--- src/rtl/fpu_pkg.sv ---
// Shared FPU types: rounding modes, exception flags and
// encodings for the special results of a float format.
package fpu_pkg;

    typedef enum logic [2:0] {
        RNE = 3'b000,
        RTZ = 3'b001,
        RDN = 3'b010,
        RUP = 3'b011,
        RMM = 3'b100
    } roundmode_e;

    typedef struct packed {
        logic nv;
        logic dz;
        logic of;
        logic uf;
        logic nx;
    } fflags_t;

    // Encodings are returned right-aligned; callers truncate to their width.
    function automatic logic [63:0] fp_inf(
        input int   ew,
        input int   mw,
        input logic sign
    );
        logic [63:0] r;
        r = ((64'd1 << ew) - 64'd1) << mw;
        r = r | ({63'd0, sign} << (ew + mw));
        return r;
    endfunction

    function automatic logic [63:0] fp_max_finite(
        input int   ew,
        input int   mw,
        input logic sign
    );
        logic [63:0] r;
        r = ((64'd1 << ew) - 64'd2) << mw;
        r = r | ((64'd1 << mw) - 64'd1);
        r = r | ({63'd0, sign} << (ew + mw));
        return r;
    endfunction

endpackage

--- src/rtl/fpu_int2fp_pipe_if.sv ---
// Operand/result handshake bundle of the int-to-float converter.
// master drives operands and out_ready_i; slave is the converter.
interface fpu_int2fp_pipe_if #(
    parameter int INT_W = 32,
    parameter int EXP_W = 8,
    parameter int MAN_W = 7
);
    logic                   in_valid_i;
    logic                   in_ready_o;
    logic [INT_W-1:0]       int_i;
    logic                   unsigned_i;
    logic [2:0]             rm_i;
    logic                   out_valid_o;
    logic                   out_ready_i;
    logic [EXP_W+MAN_W:0]   fp_o;
    logic [4:0]             status_o;

    modport master (
        output in_valid_i,
        output int_i,
        output unsigned_i,
        output rm_i,
        output out_ready_i,
        input  in_ready_o,
        input  out_valid_o,
        input  fp_o,
        input  status_o
    );

    modport slave (
        input  in_valid_i,
        input  int_i,
        input  unsigned_i,
        input  rm_i,
        input  out_ready_i,
        output in_ready_o,
        output out_valid_o,
        output fp_o,
        output status_o
    );
endinterface

--- src/rtl/fpu_lzc.sv ---
// Leading-zero counter with all-zero flag; count is 0 for zero input.
module fpu_lzc #(
    parameter  int WIDTH = 32,
    localparam int CNT_W = (WIDTH > 1) ? $clog2(WIDTH) : 1
) (
    input  logic [WIDTH-1:0] data,
    output logic [CNT_W-1:0] cnt,
    output logic             zero
);
    // Highest set bit wins because it is visited last.
    always_comb begin
        cnt = '0;
        for (int i = 0; i < WIDTH; i++) begin
            if (data[i]) cnt = CNT_W'(WIDTH - 1 - i);
        end
    end

    assign zero = ~|data;
endmodule

--- src/rtl/fpu_int2fp_pipe.sv ---
// Three-stage integer to float converter: capture, normalise,
// round/pack, with a collapsing valid/ready pipeline.
module fpu_int2fp_pipe
    import fpu_pkg::*;
#(
    parameter int INT_W = 32,
    parameter int EXP_W = 8,
    parameter int MAN_W = 7
) (
    input logic             clk_i,
    input logic             rst_ni,
    fpu_int2fp_pipe_if.slave io
);
    localparam int BIAS = 2 ** (EXP_W - 1) - 1;
    localparam int FP_W = 1 + EXP_W + MAN_W;
    localparam int LZ_W = $clog2(INT_W);
    localparam int CW   = ((EXP_W > LZ_W) ? EXP_W : LZ_W) + 2;
    localparam int FW   = INT_W + MAN_W + 1;
    localparam logic [CW-1:0] EMAX = CW'((2 ** EXP_W) - 1);

    if (INT_W < 2 || EXP_W < 2 || MAN_W < 1 || EXP_W + MAN_W > 62)
    begin : g_bad_fmt
        $error("fpu_int2fp_pipe: unsupported format");
    end

    logic              s1_valid, s2_valid, s3_valid;
    logic              ld1, ld2, ld3;

    assign ld3 = !s3_valid || io.out_ready_i;
    assign ld2 = !s2_valid || ld3;
    assign ld1 = !s1_valid || ld2;
    assign io.in_ready_o = ld1;

    // S1: capture sign and magnitude
    logic              in_sign;
    logic              s1_sign;
    logic [INT_W-1:0]  s1_mag;
    logic [2:0]        s1_rm;

    assign in_sign = !io.unsigned_i && io.int_i[INT_W-1];

    always_ff @(posedge clk_i or negedge rst_ni) begin
        if (!rst_ni) begin
            s1_valid <= 1'b0;
            s1_sign  <= 1'b0;
            s1_mag   <= '0;
            s1_rm    <= '0;
        end else if (ld1) begin
            s1_valid <= io.in_valid_i;
            if (io.in_valid_i) begin
                s1_sign <= in_sign;
                s1_mag  <= in_sign ? -io.int_i : io.int_i;
                s1_rm   <= io.rm_i;
            end
        end
    end

    // S2: normalise; the hidden bit is implied by !zero
    logic [LZ_W-1:0]   lz;
    logic              mag_zero;
    logic              s2_sign, s2_zero;
    logic [INT_W-2:0]  s2_frac;
    logic [CW-1:0]     s2_exp;
    logic [2:0]        s2_rm;

    fpu_lzc #(.WIDTH(INT_W)) u_lzc (
        .data (s1_mag),
        .cnt  (lz),
        .zero (mag_zero)
    );

    always_ff @(posedge clk_i or negedge rst_ni) begin
        if (!rst_ni) begin
            s2_valid <= 1'b0;
            s2_sign  <= 1'b0;
            s2_zero  <= 1'b0;
            s2_frac  <= '0;
            s2_exp   <= '0;
            s2_rm    <= '0;
        end else if (ld2) begin
            s2_valid <= s1_valid;
            if (s1_valid) begin
                s2_sign <= s1_sign;
                s2_zero <= mag_zero;
                s2_frac <= (INT_W-1)'(s1_mag << lz);
                s2_exp  <= CW'(INT_W - 1) - CW'(lz);
                s2_rm   <= s1_rm;
            end
        end
    end

    // S3: round and pack
    logic [FW-1:0]     ext;
    logic [MAN_W-1:0]  kept;
    logic              guard, sticky;
    logic              m_rtz, m_rdn, m_rup, m_rmm;
    logic              rnd_inc, to_inf;
    logic [MAN_W:0]    man_sum;
    logic [CW-1:0]     bexp;
    logic              ovf;
    logic [FP_W-1:0]   fp_nxt;
    fflags_t           st_nxt;

    // Zero padding makes narrow integers exact without a special case.
    assign ext    = {s2_frac, {(MAN_W + 2){1'b0}}};
    assign kept   = ext[FW-1 -: MAN_W];
    assign guard  = ext[FW-1-MAN_W];
    assign sticky = |ext[FW-2-MAN_W:0];

    assign m_rtz = (s2_rm == RTZ);
    assign m_rdn = (s2_rm == RDN);
    assign m_rup = (s2_rm == RUP);
    assign m_rmm = (s2_rm == RMM);

    always_comb begin
        rnd_inc = guard & (sticky | kept[0]);
        to_inf  = 1'b1;
        unique case (1'b1)
            m_rtz: begin
                rnd_inc = 1'b0;
                to_inf  = 1'b0;
            end
            m_rdn: begin
                rnd_inc = s2_sign & (guard | sticky);
                to_inf  = s2_sign;
            end
            m_rup: begin
                rnd_inc = !s2_sign & (guard | sticky);
                to_inf  = !s2_sign;
            end
            m_rmm: rnd_inc = guard;
            default: ;
        endcase
    end

    assign man_sum = {1'b0, kept} + {{MAN_W{1'b0}}, rnd_inc};
    assign bexp    = s2_exp + CW'(BIAS)
                   + {{(CW-1){1'b0}}, man_sum[MAN_W]};
    assign ovf     = (bexp >= EMAX);

    always_comb begin
        fp_nxt = '0;
        st_nxt = '0;
        if (!s2_zero) begin
            st_nxt.nx = guard | sticky;
            if (ovf) begin
                st_nxt.of = 1'b1;
                st_nxt.nx = 1'b1;
                fp_nxt = to_inf
                    ? FP_W'(fp_inf(EXP_W, MAN_W, s2_sign))
                    : FP_W'(fp_max_finite(EXP_W, MAN_W, s2_sign));
            end else begin
                fp_nxt = {s2_sign, bexp[EXP_W-1:0],
                          man_sum[MAN_W-1:0]};
            end
        end
    end

    logic [FP_W-1:0]   s3_fp;
    fflags_t           s3_st;

    always_ff @(posedge clk_i or negedge rst_ni) begin
        if (!rst_ni) begin
            s3_valid <= 1'b0;
            s3_fp    <= '0;
            s3_st    <= '0;
        end else if (ld3) begin
            s3_valid <= s2_valid;
            if (s2_valid) begin
                s3_fp <= fp_nxt;
                s3_st <= st_nxt;
            end
        end
    end

    assign io.out_valid_o = s3_valid;
    assign io.fp_o        = s3_fp;
    assign io.status_o    = s3_st;
endmodule

--- src/flat_wrapper.sv ---
// flat-port wrapper written by rule: the top's interface ports become plain ports
module fpu_int2fp_pipe_flat import fpu_pkg::*;
#(
    parameter int INT_W = 32,
    parameter int EXP_W = 8,
    parameter int MAN_W = 7
)
  (clk_i, rst_ni, io_in_valid_i, io_int_i, io_unsigned_i, io_rm_i, io_out_ready_i, io_in_ready_o, io_out_valid_o, io_fp_o, io_status_o);
  fpu_int2fp_pipe_if #(.INT_W(INT_W), .EXP_W(EXP_W), .MAN_W(MAN_W)) io_i ();
  input logic clk_i;
  input logic rst_ni;
  input wire logic [$bits(io_i.in_valid_i)-1:0] io_in_valid_i;
  input wire logic [$bits(io_i.int_i)-1:0] io_int_i;
  input wire logic [$bits(io_i.unsigned_i)-1:0] io_unsigned_i;
  input wire logic [$bits(io_i.rm_i)-1:0] io_rm_i;
  input wire logic [$bits(io_i.out_ready_i)-1:0] io_out_ready_i;
  output wire logic [$bits(io_i.in_ready_o)-1:0] io_in_ready_o;
  output wire logic [$bits(io_i.out_valid_o)-1:0] io_out_valid_o;
  output wire logic [$bits(io_i.fp_o)-1:0] io_fp_o;
  output wire logic [$bits(io_i.status_o)-1:0] io_status_o;
  assign io_i.in_valid_i = io_in_valid_i;
  assign io_i.int_i = io_int_i;
  assign io_i.unsigned_i = io_unsigned_i;
  assign io_i.rm_i = io_rm_i;
  assign io_i.out_ready_i = io_out_ready_i;
  assign io_in_ready_o = io_i.in_ready_o;
  assign io_out_valid_o = io_i.out_valid_o;
  assign io_fp_o = io_i.fp_o;
  assign io_status_o = io_i.status_o;
  fpu_int2fp_pipe #(.INT_W(INT_W), .EXP_W(EXP_W), .MAN_W(MAN_W)) u_core (.clk_i(clk_i), .rst_ni(rst_ni), .io(io_i));
endmodule
--- config.mk ---
export PLATFORM = sky130hd
export DESIGN_NAME = fpu_int2fp_pipe_flat
export DESIGN_NICKNAME = d
export VERILOG_FILES = /design/src/rtl/fpu_pkg.sv /design/src/rtl/fpu_int2fp_pipe_if.sv /design/src/rtl/fpu_lzc.sv /design/src/rtl/fpu_int2fp_pipe.sv /design/src/flat_wrapper.sv
export SDC_FILE = /design/constraint.sdc
export NUM_CORES = 1
export LEC_CHECK = 0
export ABC_CLOCK_PERIOD_IN_PS = 2700
export CAP_MARGIN = 20
export CORE_MARGIN = 4
export CORE_UTILIZATION = 45
export CTS_CLUSTER_SIZE = 24
export DETAILED_ROUTE_END_ITERATION = 8
export GPL_ROUTABILITY_DRIVEN = 1
export PLACE_DENSITY = 0.73
export SLEW_MARGIN = 5
export SYNTH_ARGS = -nofsm -noshare
export SYNTH_HDL_FRONTEND = slang
export SYNTH_SLANG_ARGS = --single-unit
--- constraint.sdc ---
create_clock -name clk_i -period 2.7 [get_ports clk_i]
set_input_delay 0.54 -clock clk_i [delete_from_list [all_inputs] [get_ports clk_i]]
set_output_delay 0.54 -clock clk_i [all_outputs]
set_load 0.05 [all_outputs]
# [After elaboration in Yosys (flattened, before gate mapping)]
# Index checks and enable logic that the tools add are counted.
[word_totals] input_bits=40 ff_bits=103 output_inout_bits=23
[op_classes] n_lt_le_gt_ge=1 mux=42 n_shift=1 eq_ne=4 n_reduce_logical=15 n_bitwise=5 n_addsub=5
[ops] cell="5-bit two-way mux" count=32
[ops] cell="32-bit two-way mux" count=1
[ops] cell="32-bit negator" count=1
[ops] cell="32-bit OR reduction" count=1
[ops] cell="32-bit by 5-bit << shifter with 31-bit output" count=1
[ops] cell="23-bit OR reduction" count=1
[ops] cell="16-bit two-way mux" count=1
[ops] cell="15-bit two-way mux" count=1
[ops] cell="10-bit by 1-bit adder with 10-bit output" count=1
[ops] cell="10-bit by 7-bit adder with 10-bit output, second input constant" count=1
[ops] cell="10-bit by 8-bit greater-or-equal comparator with 1-bit output, second input constant" count=1
[ops] cell="7-bit by 1-bit adder with 8-bit output" count=1
[ops] cell="8-bit two-way mux" count=1
[ops] cell="3-bit by 2-bit equality test with 1-bit output, second input constant" count=2
[ops] cell="1-bit zero test" count=6
[ops] cell="2-bit AND reduction" count=3
[ops] cell="5-bit by 5-bit subtractor with 6-bit output, first input constant" count=1
[ops] cell="1-bit two-way mux" count=4
[ops] cell="1-bit one-hot mux with 4 select lines" count=1
[ops] cell="1-bit AND" count=3
[ops] cell="3-bit by 1-bit equality test with 1-bit output, second input constant" count=1
[ops] cell="3-bit equality test, second input constant" count=1
[ops] cell="1-bit logical OR" count=3
[ops] cell="1-bit one-hot mux with 3 select lines" count=1
[ops] cell="other kinds (2)" count=3

# [Depth between registers and ports, before layout]
# Gate-level depths: netlist of the first run.
[depth] depth_word=33 ltp_mapped=15

# [Hierarchy]
# From an unflattened synthesis of the first run, not the netlist that was laid out.
[hier_totals] cells_unflattened=675 area_unflattened_um2=6356.1
[modules_own_cells] mod="fpu_int2fp_pipe" cells_per_inst=606 area_per_inst_um2=5975.7 instances=1
[modules_own_cells] mod="fpu_lzc" cells_per_inst=69 area_per_inst_um2=380.4 instances=1

# [Worst setup path after synthesis of the first run]
# No wires, ideal clock.
[synth_path] path_kind="input to register" from="input io_int_i[2]" to="register u_core.s1_mag[29]" stages=9 setup_slack_ns=0.021 arrival_time_ns=2.549 path_cell_list="or4_1 -> nand2b_4 -> or4_4 -> nor4_4 -> nand2_2 -> nor3_2 -> a31oi_1 -> xnor2_1 -> o21ai_1"
[synth_via] elab_chain_cells=2
[synth_rtl] item="start, declared" line_no="flat_wrapper.sv:13" text="input wire logic [$bits(io_i.int_i)-1:0] io_int_i;"
[synth_rtl] item="32-bit negator" line_no="fpu_int2fp_pipe.sv:52" text="s1_mag <= in_sign ? -io.int_i : io.int_i;"
[synth_rtl] item="32-bit two-way mux" line_no="fpu_int2fp_pipe.sv:52"
[synth_rtl] item="end signal, assigned" line_no="fpu_int2fp_pipe.sv:52"
[synth_rtl] item="end, declared" line_no="fpu_int2fp_pipe.sv:37" text="logic [INT_W-1:0] s1_mag;"
# Every way passes these cells.
# A chain may end at the register's enable or synchronous reset.

# [Worst setup path in the final report of the first run]
[layout_path] from="register u_core.s1_mag[15]" to="register u_core.s2_frac[21]"
[layout_via] elab_chain_cells=18
[layout_rtl] item="5-bit two-way mux (17 in a row)" line_no="fpu_lzc.sv:14" text="if (data[i]) cnt = CNT_W'(WIDTH - 1 - i);"
[layout_rtl] item="32-bit by 5-bit << shifter with 31-bit output (*)" line_no="fpu_int2fp_pipe.sv:85" text="s2_frac <= (INT_W-1)'(s1_mag << lz);"
[layout_rtl] item="end signal, assigned" line_no="fpu_int2fp_pipe.sv:85"
[layout_rtl] item="end, declared" line_no="fpu_int2fp_pipe.sv:62" text="logic [INT_W-2:0] s2_frac;"
# Every way passes the cells marked *; elsewhere a longest branch is shown, timed or not.

==> results.py, run 1 <==
metrics = {
    "run_status": {
        "outcome": "finished with violations",
        "violations": "setup timing",
    },
    "drt": {
        "wirelength_mm": 20.3,
        "drtIter0Drc": 431,
        "firstDrtPassIters": 7,
        "drc": 0,
        "post_drt_wl_per_cell_um": 17.8,
        "viasPerCell": 5.69,
        "ant_nets": 0,
        "num_vias": 6498,
    },
    "die": {
        "die_h_um": 131,
        "core-area_mm2": 0.0146,
        "dieArea_mm2": 0.0171,
        "die_w_um": 131,
        "start_util": 0.462,
        "io_pins": 63,
        "row_count": 44,
    },
    "synth": {
        "synth_compound_area_frac": 0.198,
        "yosysSeqAreaShare": 0.362,
        "synth-edff-count": 0,
        "synth_xor_area_frac": 0.0492,
        "netlist_instances": 771,
        "syn_area_mm2": 0.00677,
        "synth-simple-area-share": 0.189,
        "ys_types": 74,
        "synth_top_family_by_area": "compound AO/OA/AOI/OAI gates",
        "muxShareOfSynthArea": 0.134,
        "yosysWarnings": 0,
        "synth_area_leaders": "dfrtp_1 (36%), mux2i_1 (9.8%), nand2_1 (7.0%)",
        "synth_seq_cells": 98,
        "synth_largest_area_cell": "dfrtp_1",
        "synth.avg_cell_area_um2": 8.78,
        "synth_async_sr_flop_share": 1.00,
        "synthAdderAreaFrac": 0.00924,
        "ys.flop_type": "dfrtp_1",
        "synth_top_area_frac": 0.362,
    },
    "sta": {
        "hold_ws_ns": 0.112,
        "grt_setup_unrepaired": "yes",
        "final_max_slew_viol_count": 0,
        "hold_viol_final": 0,
        "min_period_over_period": 1.08,
        "final.min_clock_period_ns": 2.92,
        "finClkSkew_ns": 0.00902,
        "finalSetupViolations": 20,
        "fin_ws_ns": -0.219,
        "tightestPinTransition_ns": 0.648,
        "clock.fmax_mhz": 343,
        "relSlewSlack": 0.568,
    },
    "final_layout": {
        "final_cell_area_mm2": 0.00949,
        "drive_gt1_frac": 0.324,
        "final_cell_mix": "buf_4 (153), nand2_1 (123), dfrtp_1 (96)",
        "fin_nets": 999,
        "final_common_cell": "buf_4",
        "nFillCells": 1163,
        "area_growth_pct": 40.2,
        "n_antenna_cell": 0,
    },
    "place": {
        "pre_cts_ws_ns": -0.433,
        "gp_congestion": 0.959,
        "dpl-instance-area_mm2": 0.00846,
        "port_buffers": 59,
        "dp_hpwl_mm": 14.4,
    },
    "global_routing": {
        "antenna_found_initial": 0,
        "grt_max_degree": 52,
        "grt-ovfl-total": 0,
        "grt_pass1_vias": 6340,
        "grt_pass1_wl_mm": 31.0,
        "grtUsageTotal": 0.228,
    },
    "power": {
        "p_per_area_mw_per_mm2": 829,
        "ir_drop_mv": 0.446,
        "p_leak_nw": 4.09,
    },
    "cts": {
        "holdBufCountCts": 0,
        "numCtsBuffers": 9,
        "clkSlewWorstSetupHoldPaths_ns": 0.07,
        "cts_max_level": 3,
        "cts_sinks": 98,
        "cts_tree": "built",
        "insertion_delay_ns": 0.36,
        "cts_root_buffer": "clkbuf_16",
        "clock_path_buffers": 2,
    },
    "run": {
        "cap_violations": 0,
    },
    "setup_path": {
        "crit_chain": "buf_6, or3_1, a221o_1, a21oi_2, o211ai_4, buf_6, buf_12, buf_6, mux2i_4, mux2i_2, o22ai_1, a221o_1",
        "crit_path_end_kind": "flip-flop",
        "timing.rr.start": "u_core.s1_mag[15]",
        "cp_top_family": "compound AO/OA/AOI/OAI gates",
        "max_stage_delay_ns": 0.40,
        "r2r_cells": 12,
        "arrival_ns": 3.15,
        "crit_top_cell": "buf_6",
        "ff2ff_setup_slack_ns": -0.22,
        "critPathLaunchType": "flip-flop",
        "crit_fanout": 7,
        "reg2reg_to": "u_core.s2_frac[21]",
        "required_ns": 2.93,
        "worst-path-buf-inv": 4,
        "critical_path.slowest_cell": "dfrtp_1",
        "critPathKind": "reg2reg",
    },
    "worst_hold_path": {
        "hold_class": "in2async",
    },
}
-- state kept, by name (all words and copies together), names as in the netlist, 2 cells and up --
| signal | cells |
|---|---|
| u_core.io.fp_o | 16 |
| u_core.io.status_o | 2 |
| u_core.s2_exp | 5 |
| u_core.s1_rm | 3 |
| u_core.s1_mag | 32 |
| u_core.s2_frac | 31 |
| u_core.s2_rm | 3 |
-- stage by stage --
step	power (W)	utilization	setup TNS (ns)	cells
after floorplan	0.00441	-	0	773
after global placement	0.00572	0.578	-4.15	1106
after detailed placement	0.00580	0.578	-5.29	1106
after CTS	0.00716	0.605	-0.829	1122
after global routing	0.00829	0.648	-4.12	1142
final	0.00787	0.648	-2.24	1142
-- routing by layer --
metal  global-route usage  vias up  routed length (um)  part of all wire
li1                     -     3151                   -                 -
met1                0.289     3018                8240              0.41
met2                0.383      248                9960              0.49
met3               0.0374       81                1020             0.050
met4                0.104        0                1060             0.052
met5                    0        -                   0                 0
-- timing repair --
action	in CTS	in global routing
endpoints found under the hold margin	0	0
resized for setup	38	90
pin swaps	11	28
setup endpoints to repair	24	44
gates cloned	0	3
setup buffers	1	18
-- final cells by class --
type / instances / area (um2) / area share
Tap cell: 184 / 230 / 0.0243
Clock inverter: 5 / 37.5 / 0.00395
Timing Repair Buffer: 230 / 2030 / 0.214
Inverter: 15 / 56.3 / 0.00593
Multi-Input combinational cell: 600 / 4450 / 0.468
Clock buffer: 10 / 239 / 0.0252
Sequential cell: 98 / 2450 / 0.259
-- kinds of logic (layout without fill, tap and decap cells) --
group | Yosys count | count (layout)
other | 1 | 3
XOR/XNOR | 38 | 38
multiplexers | 85 | 85
AND/OR/NAND/NOR | 271 | 271
adder cells (fa/ha/maj) | 5 | 5
buffers and inverters | 75 | 260
AO/OA/AOI/OAI | 198 | 198
flip-flops | 98 | 98
-- Yosys cell counts (4+ instances only) --
cell,number
xnor2_1,19
inv_1,15
o21ai_0,68
nor2b_1,5
a211oi_1,6
nor4_1,15
dfrtp_1,98
xor2_1,19
a2bb2oi_1,4
o211ai_2,4
a21oi_1,33
o22ai_1,6
clkbuf_1,30
and3_1,6
buf_2,13
o211ai_1,6
ha_1,5
and2_1,4
nand2b_1,10
mux2_2,15
a32o_1,4
buf_4,8
nor2_1,51
a221o_1,6
a211o_1,5
nand3_1,15
or4_1,4
nand2_1,127
mux2i_1,66
nor3_1,15
o31ai_1,14
o21ai_1,5
buf_6,8
-- how the worst max path moves through the flow --
stage,start,endpoint,cells past startpoint
2_1_floorplan,io_int_i[2],u_core.s1_mag[29],9
5_1_grt,u_core.s1_mag[15],u_core.s2_frac[16],13
6_report,u_core.s1_mag[15],u_core.s2_frac[21],12
3_3_place_gp,io_int_i[2],u_core.s1_mag[29],10
3_5_place_dp,io_int_i[2],u_core.s1_mag[27],10
4_1_cts,u_core.s1_mag[15],u_core.s2_frac[29],11
-- power breakdown --
group / switching, W / internal, W
combinational: 0.00228 / 0.00209
clock: 0.000577 / 0.000651
sequential: 0.000377 / 0.00189
-- worst register-to-register path, cell delays in order (launching register included) --
cell,delay [ns]
dfrtp_1,0.40
buf_6,0.12
or3_1,0.29
a221o_1,0.28
a21oi_2,0.20
o211ai_4,0.13
buf_6,0.18
buf_12,0.15
buf_6,0.15
mux2i_4,0.20
mux2i_2,0.26
o22ai_1,0.14
a221o_1,0.29
Power figures use the tool's default switching activity.
==> inputs of run 2 (changes only) <==
--- a/config.mk
+++ b/config.mk
@@ -5,14 +5,14 @@
 export SDC_FILE = /design/constraint.sdc
 export NUM_CORES = 1
 export LEC_CHECK = 0
-export ABC_CLOCK_PERIOD_IN_PS = 2700
+export ABC_CLOCK_PERIOD_IN_PS = 3500
 export CAP_MARGIN = 20
 export CORE_MARGIN = 4
 export CORE_UTILIZATION = 45
 export CTS_CLUSTER_SIZE = 24
 export DETAILED_ROUTE_END_ITERATION = 8
 export GPL_ROUTABILITY_DRIVEN = 1
-export PLACE_DENSITY = 0.73
+export PLACE_DENSITY = 0.7
 export SLEW_MARGIN = 5
 export SYNTH_ARGS = -nofsm -noshare
 export SYNTH_HDL_FRONTEND = slang
==> constraint.sdc (replaced) <==
create_clock -name clk_i -period 3.5 [get_ports clk_i]
set_input_delay 0.7 -clock clk_i [delete_from_list [all_inputs] [get_ports clk_i]]
set_output_delay 0.7 -clock clk_i [all_outputs]
set_load 0.05 [all_outputs]
==> run 2 against run 1 <==
Critical path depth decreased by 4. Sequential power decreased by 21%. Count of clock-buffer cells in the layout increased by 1. Register-to-register slack improved by 0.43 ns. The flow now finishes without violations. Sequential share of layout area increased by 5.4 points. Clock power decreased by 22%.
==> results.py, run 2 (same netlist as run 1, synthesis figures left out) <==
metrics = {
    "setup_path": {
        "crit_fanout": 15,
        "critical_path.slowest_cell": "nor4_1",
        "reg2reg_to": "u_core.s2_frac[23]",
        "critPathLaunchType": "flip-flop",
        "r2r_cells": 8,
        "critPathKind": "reg2reg",
        "crit_chain": "nor4_1, o2111a_1, o21ai_1, nand2_1, buf_4, mux2i_1, o22ai_1, a211o_1",
        "timing.rr.start": "u_core.s1_mag[10]",
        "max_stage_delay_ns": 0.63,
        "timing.critical_path.from": "u_core.s1_mag[10]",
        "arrival_ns": 3.53,
        "crit_end": "u_core.s2_frac[23]",
        "ff2ff_setup_slack_ns": 0.21,
        "crit_path_end_kind": "flip-flop",
        "required_ns": 3.74,
    },
    "drt": {
        "ant_nets": 0,
        "wl_met1_mm": 8.07,
        "routed-wl-met2_mm": 7.78,
        "highest_layer": "met4",
        "wirelength_mm": 17.2,
        "routed-wl-met3_um": 722,
        "drtIter0Drc": 513,
        "firstDrtPassIters": 4,
        "post_drt_wl_per_cell_um": 17.1,
        "viasPerCell": 5.79,
        "num_vias": 5815,
        "drc": 0,
    },
    "final_layout": {
        "area_growth_pct": 15.7,
        "fin_nets": 860,
        "largest_register_ff_count": 32,
        "final_common_cell": "nand2_1",
        "regArea_mm2": 0.00245,
        "multi_input_area_mm2": 0.00395,
        "nFillCells": 1375,
        "utilization": 0.535,
        "regMostFlops": "u_core.s1_mag",
        "n_antenna_cell": 0,
        "final_cell_mix": "nand2_1 (126), dfrtp_1 (98), o21ai_0 (68)",
        "drive_gt1_frac": 0.105,
    },
    "cts": {
        "clkSlewWorstSetupHoldPaths_ns": 0.07,
        "cts_sinks": 98,
        "numCtsBuffers": 9,
        "cts_resized": 0,
        "cts_setup_buffers": 0,
        "cts_max_level": 3,
        "holdBufCountCts": 0,
        "cts_root_buffer": "clkbuf_16",
        "clock_path_buffers": 2,
        "cts_tree": "built",
        "insertion_delay_ns": 0.36,
    },
    "sta": {
        "final.min_clock_period_ns": 3.29,
        "grt_setup_unrepaired": "no",
        "finClkSkew_ns": 0.00888,
        "setup_tns_ns": 0,
        "clock.fmax_mhz": 304,
        "hold_viol_final": 0,
        "tightestPinTransition_ns": 0.743,
        "fin_ws_ns": 0.209,
        "relSlewSlack": 0.505,
        "final_max_slew_viol_count": 0,
        "hold_ws_ns": 0.398,
        "min_period_over_period": 0.940,
        "finalSetupViolations": 0,
    },
    "place": {
        "port_buffers": 59,
        "gp_congestion": 0.956,
        "dp_hpwl_mm": 13.0,
        "pre_cts_ws_ns": 0.0367,
    },
    "power": {
        "ir_drop_mv": 0.335,
        "p_per_area_mw_per_mm2": 643,
        "p_leak_nw": 3.37,
    },
    "die": {
        "io_pins": 63,
        "start_util": 0.462,
        "row_count": 44,
        "die_w_um": 131,
        "dieArea_mm2": 0.0171,
        "die_h_um": 131,
        "core-area_mm2": 0.0146,
    },
    "run": {
        "cap_violations": 0,
    },
    "global_routing": {
        "antenna_found_initial": 0,
        "grt_pass1_vias": 5457,
        "grt_max_degree": 59,
        "grtUsageTotal": 0.206,
        "grt_pass1_wl_mm": 27.9,
        "grt-ovfl-total": 0,
    },
    "worst_hold_path": {
        "hold_class": "in2async",
    },
    "run_status": {
        "outcome": "finished clean",
    },
}
[run 2: cell count changes in the layout (fill, tap and decap cells not counted), moves of 6 or more]
cell	before	now
mux2i_2	22	2
nor4_2	8	0
nor4_1	7	15
mux2i_1	34	66
a21oi_2	7	1
buf_4	153	30
buf_6	11	0
a21oi_1	27	33
dlygate4sd2_1	7	0
mux2i_4	13	1
clkdlybuf4s50_1	50	58
[run 2: worst min path at each step]
stage                          from                    end  slack [ns]
detailed placement  u_core.s1_rm[0]        u_core.s2_rm[0]        0.46
finish                       rst_ni  u_core.io.status_o[2]        0.40
CTS                          rst_ni  u_core.io.status_o[2]        0.43
floorplan                    rst_ni      u_core.io.fp_o[0]        0.40
global placement    u_core.s1_rm[2]        u_core.s2_rm[2]        0.45
global route                 rst_ni  u_core.io.status_o[2]        0.47
[run 2: metrics by stage]
stage	instance area, um2	total power, W	instances
after floorplan	6780	0.00340	773
after global placement	7550	0.00403	988
after detailed placement	7550	0.00408	988
after CTS	7830	0.00504	1004
after global routing	7830	0.00534	1004
final	7830	0.00504	1004
[run 2: area by class of cell]
cell class	instances	area share
multi-input cells	600	0.504
flip-flops and latches	98	0.313
clock inverters	5	0.00495
repair buffers	91	0.111
inverters	15	0.00719
clock buffers	11	0.0310
well taps	184	0.0294
[run 2: critical path, delay by kind of cell (launching register included)]
kind	cells	cell delay (ns)
buf+inv	1	0.29
flops	1	0.51
mux	1	0.33
simple gates	2	1.16
compound gates	4	0.88
[run 2: power breakdown]
group | switching [W] | total [W] | leakage (nW) | internal [W]
clock network | 0.000448 | 0.000954 | 0.136 | 0.000506
registers | 0.000332 | 0.00179 | 1.20 | 0.00146
logic | 0.00134 | 0.00229 | 2.03 | 0.000955
total | 0.00212 | 0.00504 | 3.37 | 0.00292
[run 2: per-layer routing]
layer / up-vias / global-route usage
met5: - / 0
met4: 0 / 0.0974
met3: 47 / 0.0268
met2: 180 / 0.327
met1: 2718 / 0.281
li1: 2870 / -
==> inputs of run 3 (changes only) <==
--- a/config.mk
+++ b/config.mk
@@ -12,8 +12,9 @@
 export CTS_CLUSTER_SIZE = 24
 export DETAILED_ROUTE_END_ITERATION = 8
 export GPL_ROUTABILITY_DRIVEN = 1
+export MAX_ROUTING_LAYER = met4
 export PLACE_DENSITY = 0.7
-export SLEW_MARGIN = 5
+export REMOVE_ABC_BUFFERS = 1
 export SYNTH_ARGS = -nofsm -noshare
 export SYNTH_HDL_FRONTEND = slang
 export SYNTH_SLANG_ARGS = --single-unit
==> run 3 against run 2 <==
Clock power rose by 0.9%. Hold slack got worse by 0.12 ns. Total power rose by 1.5%. Fmax rose by 0.15%. Final cell count rose by 1.4%. Non-clock buffer count rose by 14. Die area did not move. Worst setup slack improved by 0.0051 ns. Global-route usage rose by 0.79 points. First-iteration DRC count fell by 15%. Via count fell by 0.41%. Critical path type unchanged. Largest cell class unchanged.
==> results.py, run 3 (same netlist as run 1, synthesis figures left out) <==
metrics = {
    "drt": {
        "wl_met1_mm": 7.79,
        "firstDrtPassIters": 5,
        "highest_layer": "met4",
        "drc": 0,
        "wirelength_mm": 17.0,
        "ant_nets": 0,
        "viasPerCell": 5.69,
        "num_vias": 5791,
        "post_drt_wl_per_cell_um": 16.7,
        "routed-wl-met3_um": 800,
        "routed-wl-met2_mm": 7.87,
        "drtIter0Drc": 438,
    },
    "cts": {
        "clkSlewWorstSetupHoldPaths_ns": 0.07,
        "cts_setup_buffers": 0,
        "cts_root_buffer": "clkbuf_16",
        "cts_tree": "built",
        "clock_path_buffers": 2,
        "cts_sinks": 98,
        "insertion_delay_ns": 0.36,
        "cts_max_level": 3,
        "holdBufCountCts": 0,
        "cts_resized": 0,
        "numCtsBuffers": 9,
    },
    "setup_path": {
        "crit_path_end_kind": "flip-flop",
        "timing.rr.start": "u_core.s1_mag[18]",
        "critical_path.slowest_cell": "a21o_1",
        "arrival_ns": 3.59,
        "crit_chain": "nor2_4, o31ai_1, a2111oi_4, a21o_1, buf_4, buf_4, nand3_1, o211ai_1, a21oi_1, a211oi_1, a221o_1",
        "reg2reg_to": "u_core.s2_frac[30]",
        "ff2ff_setup_slack_ns": 0.21,
        "r2r_cells": 11,
        "critPathLaunchType": "flip-flop",
        "required_ns": 3.80,
        "crit_fanout": 16,
        "critPathKind": "reg2reg",
        "crit_top_cell": "buf_4",
        "worst-path-buf-inv": 2,
        "cp_top_family": "compound AO/OA/AOI/OAI gates",
        "max_stage_delay_ns": 0.61,
    },
    "final_layout": {
        "drive_gt1_frac": 0.121,
        "utilization": 0.542,
        "n_antenna_cell": 0,
        "nFillCells": 1390,
        "regMostFlops": "u_core.s1_mag",
        "final_cell_mix": "nand2_1 (126), dfrtp_1 (98), o21ai_0 (68)",
        "final_common_cell": "nand2_1",
        "area_growth_pct": 17.2,
        "fin_nets": 874,
        "largest_register_ff_count": 32,
    },
    "power": {
        "ir_drop_mv": 0.290,
        "pwr-share-comb": 0.468,
        "power_frac_clock": 0.188,
        "netSwitchingFraction": 0.421,
        "internal-power_w": 0.00296,
        "p_leak_nw": 3.44,
        "seqPwrFrac": 0.344,
        "p_per_area_mw_per_mm2": 644,
        "switchingPower_w": 0.00215,
    },
    "die": {
        "row_count": 44,
        "die_h_um": 131,
        "io_pins": 63,
        "die_w_um": 131,
        "dieArea_mm2": 0.0171,
        "core-area_mm2": 0.0146,
        "start_util": 0.462,
    },
    "sta": {
        "final.min_clock_period_ns": 3.29,
        "fin_ws_ns": 0.214,
        "hold_viol_final": 0,
        "finalSetupViolations": 0,
        "finClkSkew_ns": 0.00701,
        "clock.fmax_mhz": 304,
        "tightestPinTransition_ns": 0.889,
        "grt_setup_unrepaired": "no",
        "final_max_slew_viol_count": 0,
        "relSlewSlack": 0.405,
        "min_period_over_period": 0.939,
    },
    "run_status": {
        "outcome": "finished clean",
    },
    "global_routing": {
        "grt-ovfl-total": 0,
        "grt_pass1_wl_mm": 28.1,
        "grt_max_degree": 42,
        "grt_pass1_vias": 5451,
        "antenna_found_initial": 0,
        "grtUsageTotal": 0.214,
    },
    "place": {
        "port_buffers": 59,
        "pre_cts_ws_ns": 0.0511,
        "gp_congestion": 0.997,
        "dp_hpwl_mm": 12.9,
    },
    "run": {
        "cap_violations": 0,
    },
    "worst_hold_path": {
        "hold_class": "in2async",
    },
}
run 3: changes by cell type in the layout (fill, tap and decap cells not counted):
cell | previous run | this run
clkinv_4 | 2 | 1
inv_8 | 0 | 2
buf_12 | 3 | 2
clkbuf_1 | 1 | 0
inv_6 | 1 | 2
clkbuf_8 | 1 | 0
buf_4 | 30 | 45
run 3: worst max-delay path by stage:
| stage | start | end | slack, ns | depth (start not counted) |
|---|---|---|---|---|
| final | u_core.s1_mag[18] | u_core.s2_frac[30] | 0.21 | 11 |
| after global routing | u_core.s1_mag[11] | u_core.s2_frac[25] | 0.02 | 8 |
| after CTS | u_core.s1_mag[18] | u_core.s2_frac[30] | 0.26 | 11 |
| after detailed placement | io_int_i[2] | u_core.s1_mag[29] | 0.05 | 10 |
| after global placement | io_int_i[2] | u_core.s1_mag[29] | 0.09 | 10 |
| after floorplan | u_core.s1_mag[30] | u_core.s2_frac[25] | -0.34 | 9 |
run 3: power groups by stage:
stage	registers [W]	logic [W]	clock network, W
2_1_floorplan	0.00195	0.00136	0
3_3_place_gp	0.00176	0.00235	0
3_5_place_dp	0.00177	0.00237	0
4_1_cts	0.00175	0.00238	0.000986
5_1_grt	0.00180	0.00259	0.00103
6_report	0.00176	0.00239	0.000963
run 3: routing by layer:
metal,global-route usage,up-vias
met5,-,-
met1,0.282,2704
met4,0.0913,0
met3,0.0358,31
met2,0.328,158
li1,-,2898
run 3: layout make-up:
cell class / count / area (um2) / area share
Clock inverter: 7 / 61.3 / 0.00773
Timing Repair Buffer: 105 / 958 / 0.121
Clock buffer: 9 / 225 / 0.0284
Tap cell: 184 / 230 / 0.0290
Inverter: 15 / 56.3 / 0.00710
Sequential cell: 98 / 2450 / 0.309
Multi-Input combinational cell: 600 / 3950 / 0.498
run 3: stage by stage:
step                      instance area, um2  setup TNS, ns  hold WS (ns)  std cells  power (W)
after global placement                  7640              0         0.449       1002    0.00411
final                                   7930              0         0.280       1018    0.00511
after detailed placement                7640              0         0.459       1002    0.00414
after CTS                               7930              0         0.278       1018    0.00512
after floorplan                         6440          -3.35         0.404        713    0.00331
after global routing                    7930              0         0.306       1018    0.00543
